$ cat src/rtl/ecc_err_monitor.sv
`default_nettype none
// ============================================================================
// Module      : ecc_err_monitor
// Description : Registered monitor stage after the 16-bit SEC/DED corrector:
//               forwards beats, counts SEC/DED events, captures the first error
//               and raises a level interrupt. Optional ECC_MON_POISON_EN adds
//               an out_poison flag and zeroes the data of DED beats.
// Revision    : 1.0 - initial release
// ============================================================================
module ecc_err_monitor #(
    parameter int ADDR_W     = 8,
    parameter int CNT_W      = 8,
    parameter int SEC_THRESH = 4
) (
    input  logic              clk,
    input  logic              rst_n,
    input  logic              in_valid,
    output logic              in_ready,
    input  logic [15:0]       in_data,
    input  logic              in_sec,
    input  logic              in_ded,
    input  logic [ADDR_W-1:0] in_addr,
    output logic              out_valid,
    input  logic              out_ready,
    output logic [15:0]       out_data,
`ifdef ECC_MON_POISON_EN
    output logic              out_poison,
`endif
    input  logic              clr,
    output logic [CNT_W-1:0]  sec_cnt,
    output logic [CNT_W-1:0]  ded_cnt,
    output logic              cap_valid,
    output logic              cap_ded,
    output logic [ADDR_W-1:0] cap_addr,
    output logic              irq
);

    typedef enum logic [1:0] {
        S_IDLE    = 2'd0,
        S_CAP_SEC = 2'd1,
        S_CAP_DED = 2'd2
    } state_t;

    logic              out_valid_q;
    logic [15:0]       out_data_q;
    logic [CNT_W-1:0]  sec_cnt_q, sec_cnt_d;
    logic [CNT_W-1:0]  ded_cnt_q, ded_cnt_d;
    logic              irq_q, irq_d;
    state_t            state_q, state_base;
    logic [ADDR_W-1:0] cap_addr_q;
    logic              accept, ded_ev, sec_ev;

    assign in_ready = !out_valid_q || out_ready;
    assign accept   = in_valid && in_ready;
    assign ded_ev   = accept && in_ded;
    assign sec_ev   = accept && in_sec && !in_ded;

    // ---------------- data path ----------------
`ifdef ECC_MON_POISON_EN
    logic out_poison_q;
    always_ff @(posedge clk or negedge rst_n) begin
        if (!rst_n) begin
            out_valid_q  <= 1'b0;
            out_data_q   <= 16'h0000;
            out_poison_q <= 1'b0;
        end else if (accept) begin
            out_valid_q  <= 1'b1;
            out_data_q   <= in_ded ? 16'h0000 : in_data;
            out_poison_q <= in_ded;
        end else if (out_ready) begin
            out_valid_q  <= 1'b0;
        end
    end
    assign out_poison = out_poison_q;
`else
    always_ff @(posedge clk or negedge rst_n) begin
        if (!rst_n) begin
            out_valid_q <= 1'b0;
            out_data_q  <= 16'h0000;
        end else if (accept) begin
            out_valid_q <= 1'b1;
            out_data_q  <= in_data;
        end else if (out_ready) begin
            out_valid_q <= 1'b0;
        end
    end
`endif

    // ---------------- counters and irq ----------------
    // The clear is applied first so a same-cycle event lands on a zeroed count.
    always_comb begin
        sec_cnt_d = clr ? '0 : sec_cnt_q;
        ded_cnt_d = clr ? '0 : ded_cnt_q;
        if (sec_ev && (sec_cnt_d != {CNT_W{1'b1}}))
            sec_cnt_d = sec_cnt_d + 1'b1;
        if (ded_ev && (ded_cnt_d != {CNT_W{1'b1}}))
            ded_cnt_d = ded_cnt_d + 1'b1;
        irq_d = !clr && (irq_q || (ded_cnt_q != '0) ||
                         (sec_cnt_q >= CNT_W'(SEC_THRESH)));
    end

    always_ff @(posedge clk or negedge rst_n) begin
        if (!rst_n) begin
            sec_cnt_q <= '0;
            ded_cnt_q <= '0;
            irq_q     <= 1'b0;
        end else begin
            sec_cnt_q <= sec_cnt_d;
            ded_cnt_q <= ded_cnt_d;
            irq_q     <= irq_d;
        end
    end

    // ---------------- capture FSM ----------------
    assign state_base = clr ? S_IDLE : state_q;

    always_ff @(posedge clk or negedge rst_n) begin
        if (!rst_n) begin
            state_q    <= S_IDLE;
            cap_addr_q <= '0;
        end else begin
            if (clr) begin
                state_q    <= S_IDLE;
                cap_addr_q <= '0;
            end
            case (state_base)
                S_IDLE: begin
                    if (ded_ev) begin
                        state_q    <= S_CAP_DED;
                        cap_addr_q <= in_addr;
                    end else if (sec_ev) begin
                        state_q    <= S_CAP_SEC;
                        cap_addr_q <= in_addr;
                    end
                end
                S_CAP_SEC: begin
                    if (ded_ev) begin
                        state_q    <= S_CAP_DED;
                        cap_addr_q <= in_addr;
                    end
                end
                default: ;
            endcase
        end
    end

    assign out_valid = out_valid_q;
    assign out_data  = out_data_q;
    assign sec_cnt   = sec_cnt_q;
    assign ded_cnt   = ded_cnt_q;
    assign cap_valid = (state_q != S_IDLE);
    assign cap_ded   = (state_q == S_CAP_DED);
    assign cap_addr  = cap_addr_q;
    assign irq       = irq_q;

endmodule
`default_nettype wire

$ cat config.mk
export PLATFORM = sky130hd
export DESIGN_NAME = ecc_err_monitor
export DESIGN_NICKNAME = d
export VERILOG_FILES = /design/src/rtl/ecc_err_monitor.sv
export SDC_FILE = /design/constraint.sdc
export NUM_CORES = 1
export LEC_CHECK = 0
export BUFFER_PORTS_ARGS = -buffer_cell sky130_fd_sc_hd__buf_2
export CORE_ASPECT_RATIO = 2
export CORE_UTILIZATION = 35
export DETAILED_ROUTE_END_ITERATION = 7
export HOLD_SLACK_MARGIN = 0.03
export PLACE_DENSITY = 0.71
export SYNTH_ARGS = -nofsm -noshare
export SYNTH_HDL_FRONTEND = slang
export SYNTH_SLANG_ARGS = --single-unit
$ cat constraint.sdc
create_clock -name clk -period 2 [get_ports clk]
set_clock_uncertainty 0.2 [all_clocks]
set_input_delay 0 -clock clk [delete_from_list [all_inputs] [get_ports clk]]
set_output_delay 0 -clock clk [all_outputs]
set_load 0.02 [all_outputs]
# == Word-level counts from Yosys, hierarchy flattened ==
# Cells that the tools add are included.
# op_classes
add_sub_neg,2
n_lt_le_gt_ge,1
eq_ne,4
mux,16
n_reduce_logical,17
# op_table
op,n
$mux W8,8
$add A8 B1 Y8 const B,2
$ne A8 B8 Y1 const B,2
$pmux W8 S2,1
$ge A8 B3 Y1 const B,1
$mux W2,4
$reduce_bool A8 Y1,1
$logic_and A1 B1 Y1,7
$pmux W2 S2,1
$reduce_bool A2 Y1,2
$logic_not A1 Y1,3
$logic_or A1 B1 Y1,3
$eq A2 B1 Y1 const B,1
$eq A2 B2 Y1 const B,1
$logic_not A2 Y1,1
$mux W1,2
# word_totals
ff_bits,44
out_inout_bits,45
elab_cells,47

# == Depth between registers and ports, before layout ==
# depth
depth_word,8
depth_mapped,7

# == Worst setup path after synthesis ==
# No wires, ideal clock.
# synth_path
kind,flip-flop to flip-flop
start,register sec_cnt_q[0] (netlist: sec_cnt[0])
end,register sec_cnt_q[1] (netlist: sec_cnt[1])
setup_time_ns,0.125
t_arrival_ns,1.915
required_ns,1.675
path_slack_ns,-0.240
path_stages_with_launch,7
synth_period_minus_slack_ns,2.240
cell_sequence,dfrtp_1 nor2b_1 ha_1 nand3_1 nor3_1 nand2b_1 mux2_2
# synth_via
elab_chain_cells,4
elab_cells_between_ends,5
cone_classes,add/sub (1); eq/ne (1); mux (2); reduce/logical (1)
# synth_lines
item,line_no,text
from (decl),46,"logic [CNT_W-1:0] sec_cnt_q, sec_cnt_d;"
from (signal assigned),108,sec_cnt_q <= sec_cnt_d;
$mux W8 *,92,sec_cnt_d = clr ? '0 : sec_cnt_q;
branches (longest 2 deep; another with $add A8 B1 Y8),n/a,
$mux W8 *,94,if (sec_ev && (sec_cnt_d != {CNT_W{1'b1}}))
via sec_cnt_d[1],46,
# Mark *: on every way through the listed nets, which the timed path passes.
# A chain may end at the register's enable or synchronous reset.

# == Worst setup path in the final report ==
# layout_path
start,register sec_cnt_q[0] (netlist: sec_cnt[0])
end,register sec_cnt_q[3] (netlist: sec_cnt[3])
# The elaborated chain is that of the path after synthesis.

==> reports/qor.csv <==
stage,metric,value,unit
detailed_routing,Via density,5.19,
logic_synthesis,"Top FF cell, synth",dfrtp_1,
die,io pins,76,
sta,Worst Max-Slew Pin Slew,0.592,ns
final_layout,Layout fillers,490,
grt,Tot GR Track Use,0.188,
logic_synthesis,Yosys top cell by area,dfrtp_1,
status,status,"complete, no violations",
critical_path,worst stage delay on the critical path,0.49,ns
placed_design,input/output buffers,75,
final_layout,post-route cell area,3050,sq um
critical_path,Setup CP Type,flop to flop,
critical_path,CP max FO,3,
logic_synthesis,ys async rst share,1.00,
clock_tree,H-tree Lvls,2,
sta,fin. max-slew vios,0,
sta,Setup Viol. Count Final,0,
die,Starting Density,0.364,
logic_synthesis,top post-synthesis cells by area,"dfrtp_1 55%, mux2_2 10%, a22o_1 3.5%, nor2b_1 2.5%, nand2_1 2.3%",
critical_path,Crit path required time,2.03,ns
detailed_routing,drt wl/cell,15.1,um
detailed_routing,Post-DRT Antenna Nets,0,
logic_synthesis,Syn Std Cell Area,1990,sq um
logic_synthesis,Syn Inst Count,169,
sta,Max Fclk,510,MHz
pwr,power density over cell area,703,nW/um^2
die,row count,38,
die,DIE WIDTH,55.3,um
detailed_routing,vias,1859,
detailed_routing,Remaining DRCs,0,
clock_tree,TritonCTS Sinks,44,
grt,pin count of the biggest net entering global routing,37,
detailed_routing,Total Wirelength,5420,um
clock_tree,Num CTS Buffers,5,
clock_tree,Max Root-Sink Buffers,2,
placed_design,hpwl dp,3540,um
critical_path,worst path bufs/invs,1,
die,die area,6010,sq um
hold_path,hold crit path type,input pin to flop,
final_layout,Storage cell area,1100,sq um
placed_design,Final GP Congestion,0.790,
clock_tree,CTS tree,done,
critical_path,Critical Path AT,1.99,ns
final_layout,layout cell share with drive strength beyond 1,0.423,
final_layout,Area Growth Syn to Fin,53.3,%
grt,"Remaining Overflow, GRT",0,
sta,Final period util,0.981,
logic_synthesis,post-synth net total,202,
flow_run,maxcap violations,0,
logic_synthesis,Synth Area per Inst,11.8,sq um
final_layout,NumNets Final,330,
critical_path,startpoint class of the critical path,flop,
logic_synthesis,#FFs+latches synth,44,
logic_synthesis,Synth top cells by count,"44 x dfrtp_1, 18 x mux2_2, 12 x nand2_1",
pwr,leak pwr,1.50,nW
die,area of the core,5470,sq um
sta,worst-case hold slack,0.0397,ns
critical_path,Crit. End Element,flop,
die,DIE HEIGHT,109,um
placed_design,Place WS,0.0387,ns
logic_synthesis,YS warnings,0,
critical_path,Top delay family on crit path,simple AND/OR/NAND/NOR gates,
detailed_routing,drt pass-1 iters,4,
critical_path,Critical-path top delay cell,or4_1,
final_layout,antenna cells,0,
logic_synthesis,"EDFF count, synth",0,
clock_tree,clk_lat worst skew,0.30,ns
final_layout,multi-input logic area,906,sq um
grt,initial antenna violation count,0,
sta,setup TNS,0,ns
logic_synthesis,sequential area share after synthesis,0.553,
clock_tree,clk slew on worst S/H paths,0.09,ns
pwr,Max rail drop VDD,0.539,mV
sta,final setup margin,0.0384,ns
grt,vias in the first global route,1955,
logic_synthesis,Synth cell types,37,
logic_synthesis,top cell type's share of synthesized area,0.553,
logic_synthesis,top-count cell post-synth,dfrtp_1,
critical_path,critical-path cell list,"nor2b_1, ha_2, nand3_2, nor3_4, buf_4, or4_1, a21oi_2",
detailed_routing,Detailed Route Iter0 Violations,31,
sta,Hold Fails Final Rpt,0,
sta,fin crit period,1.96,ns
grt,wire length of the first global-routing pass,8890,um
placed_design,dpl cell area,2490,sq um
sta,Worst slew margin,0.605,
clock_tree,Root Buffer,clkbuf_8,
==> state kept, by name, indices dropped and copies added (netlist names) <==
name       cells
state_q        2
out_valid      1
out_data      16
ded_cnt        8
cap_addr       8
irq            1
sec_cnt        8
==> layout make-up <==
class                           instances  area share
Sequential cell                        44       0.361
Inverter                                3     0.00369
Timing Repair Buffer                  125       0.278
Clock inverter                          2      0.0115
Multi-Input combinational cell        118       0.297
Tap cell                               60      0.0246
Clock buffer                            6      0.0238
==> per-layer routing <==
metal / GRT usage / wire length, um / vias to the layer above
li1: - / - / 878
met1: 0.192 / 2070 / 897
met2: 0.361 / 2970 / 73
met3: 0.0451 / 278 / 11
met4: 0.0768 / 99 / 0
met5: 0 / 0 / -
==> cell usage in the layout (no fill, tap or decap), drive strengths merged, types with 6 or more instances in the layout <==
cell type	netlist	routed
buf	3	86
dfrtp	44	44
dlygate4sd3	0	39
mux2	18	18
nand2	12	12
nor2b	9	9
a22o	8	8
nand3	8	8
nor2	7	7
nor4	6	6
clkbuf	1	6
nor3	6	6
==> metrics by stage <==
step | power (mW) | cells | utilization
after floorplan | 1.25 | 169 | -
after CTS | 2.16 | 353 | 0.545
final | 2.14 | 358 | 0.558
after detailed placement | 1.42 | 307 | 0.456
after global routing | 2.24 | 358 | 0.558
after global placement | 1.41 | 307 | 0.456
==> worst register-to-register path: cells and delay by family (launching register included) <==
family                   cells  cell delay [ns]
flip-flops                   1             0.40
buffers and inverters        1             0.15
AO/OA/AOI/OAI                1             0.16
AND/OR/NAND/NOR              4             0.79
adder cells (fa/ha/maj)      1             0.19
==> cell families (layout without fill, tap and decap cells) <==
family          after synthesis  count (layout)  synth area share
compound gates               24              24            0.0950
xor+xnor                      5               5            0.0220
fa+ha+maj                     2               2            0.0126
buf+inv                       7             136            0.0151
flops                        44              44             0.553
mux                          22              22             0.122
simple gates                 65              65             0.180
==> path summary, 6_finish.rpt <==
kind / slack, ns / startpoint / cells past startpoint / to
min: 0.04 / out_ready / 5 / state_q[0]$_DFF_PN0_
max reg2reg: 0.04 / sec_cnt[0]$_DFF_PN0_ / 7 / sec_cnt[3]$_DFF_PN0_
max: 0.04 / sec_cnt[0]$_DFF_PN0_ / 7 / sec_cnt[3]$_DFF_PN0_
min reg2reg: 0.30 / out_data[13]$_DFFE_PN0N_ / 1 / out_data[13]$_DFFE_PN0N_
max in group asynchronous: 0.84 / rst_n / 3 / cap_addr[7]$_DFF_PN0_
min in group asynchronous: 0.07 / rst_n / 3 / ded_cnt[4]$_DFF_PN0_
==> power by group <==
group	switching (mW)	leakage, nW	internal (mW)
logic	0.242	0.886	0.214
clock network	0.310	0.0552	0.371
registers	0.0418	0.563	0.965
==> timing repair <==
| item | CTS | global route |
|---|---|---|
| gates resized for setup | 0 | 8 |
| endpoints found under the hold margin | 83 | 1 |
| hold buffers | 38 | 1 |
| setup buffers | 0 | 4 |
| setup endpoints to repair | 0 | 6 |
(Power assumes the default switching activity.)
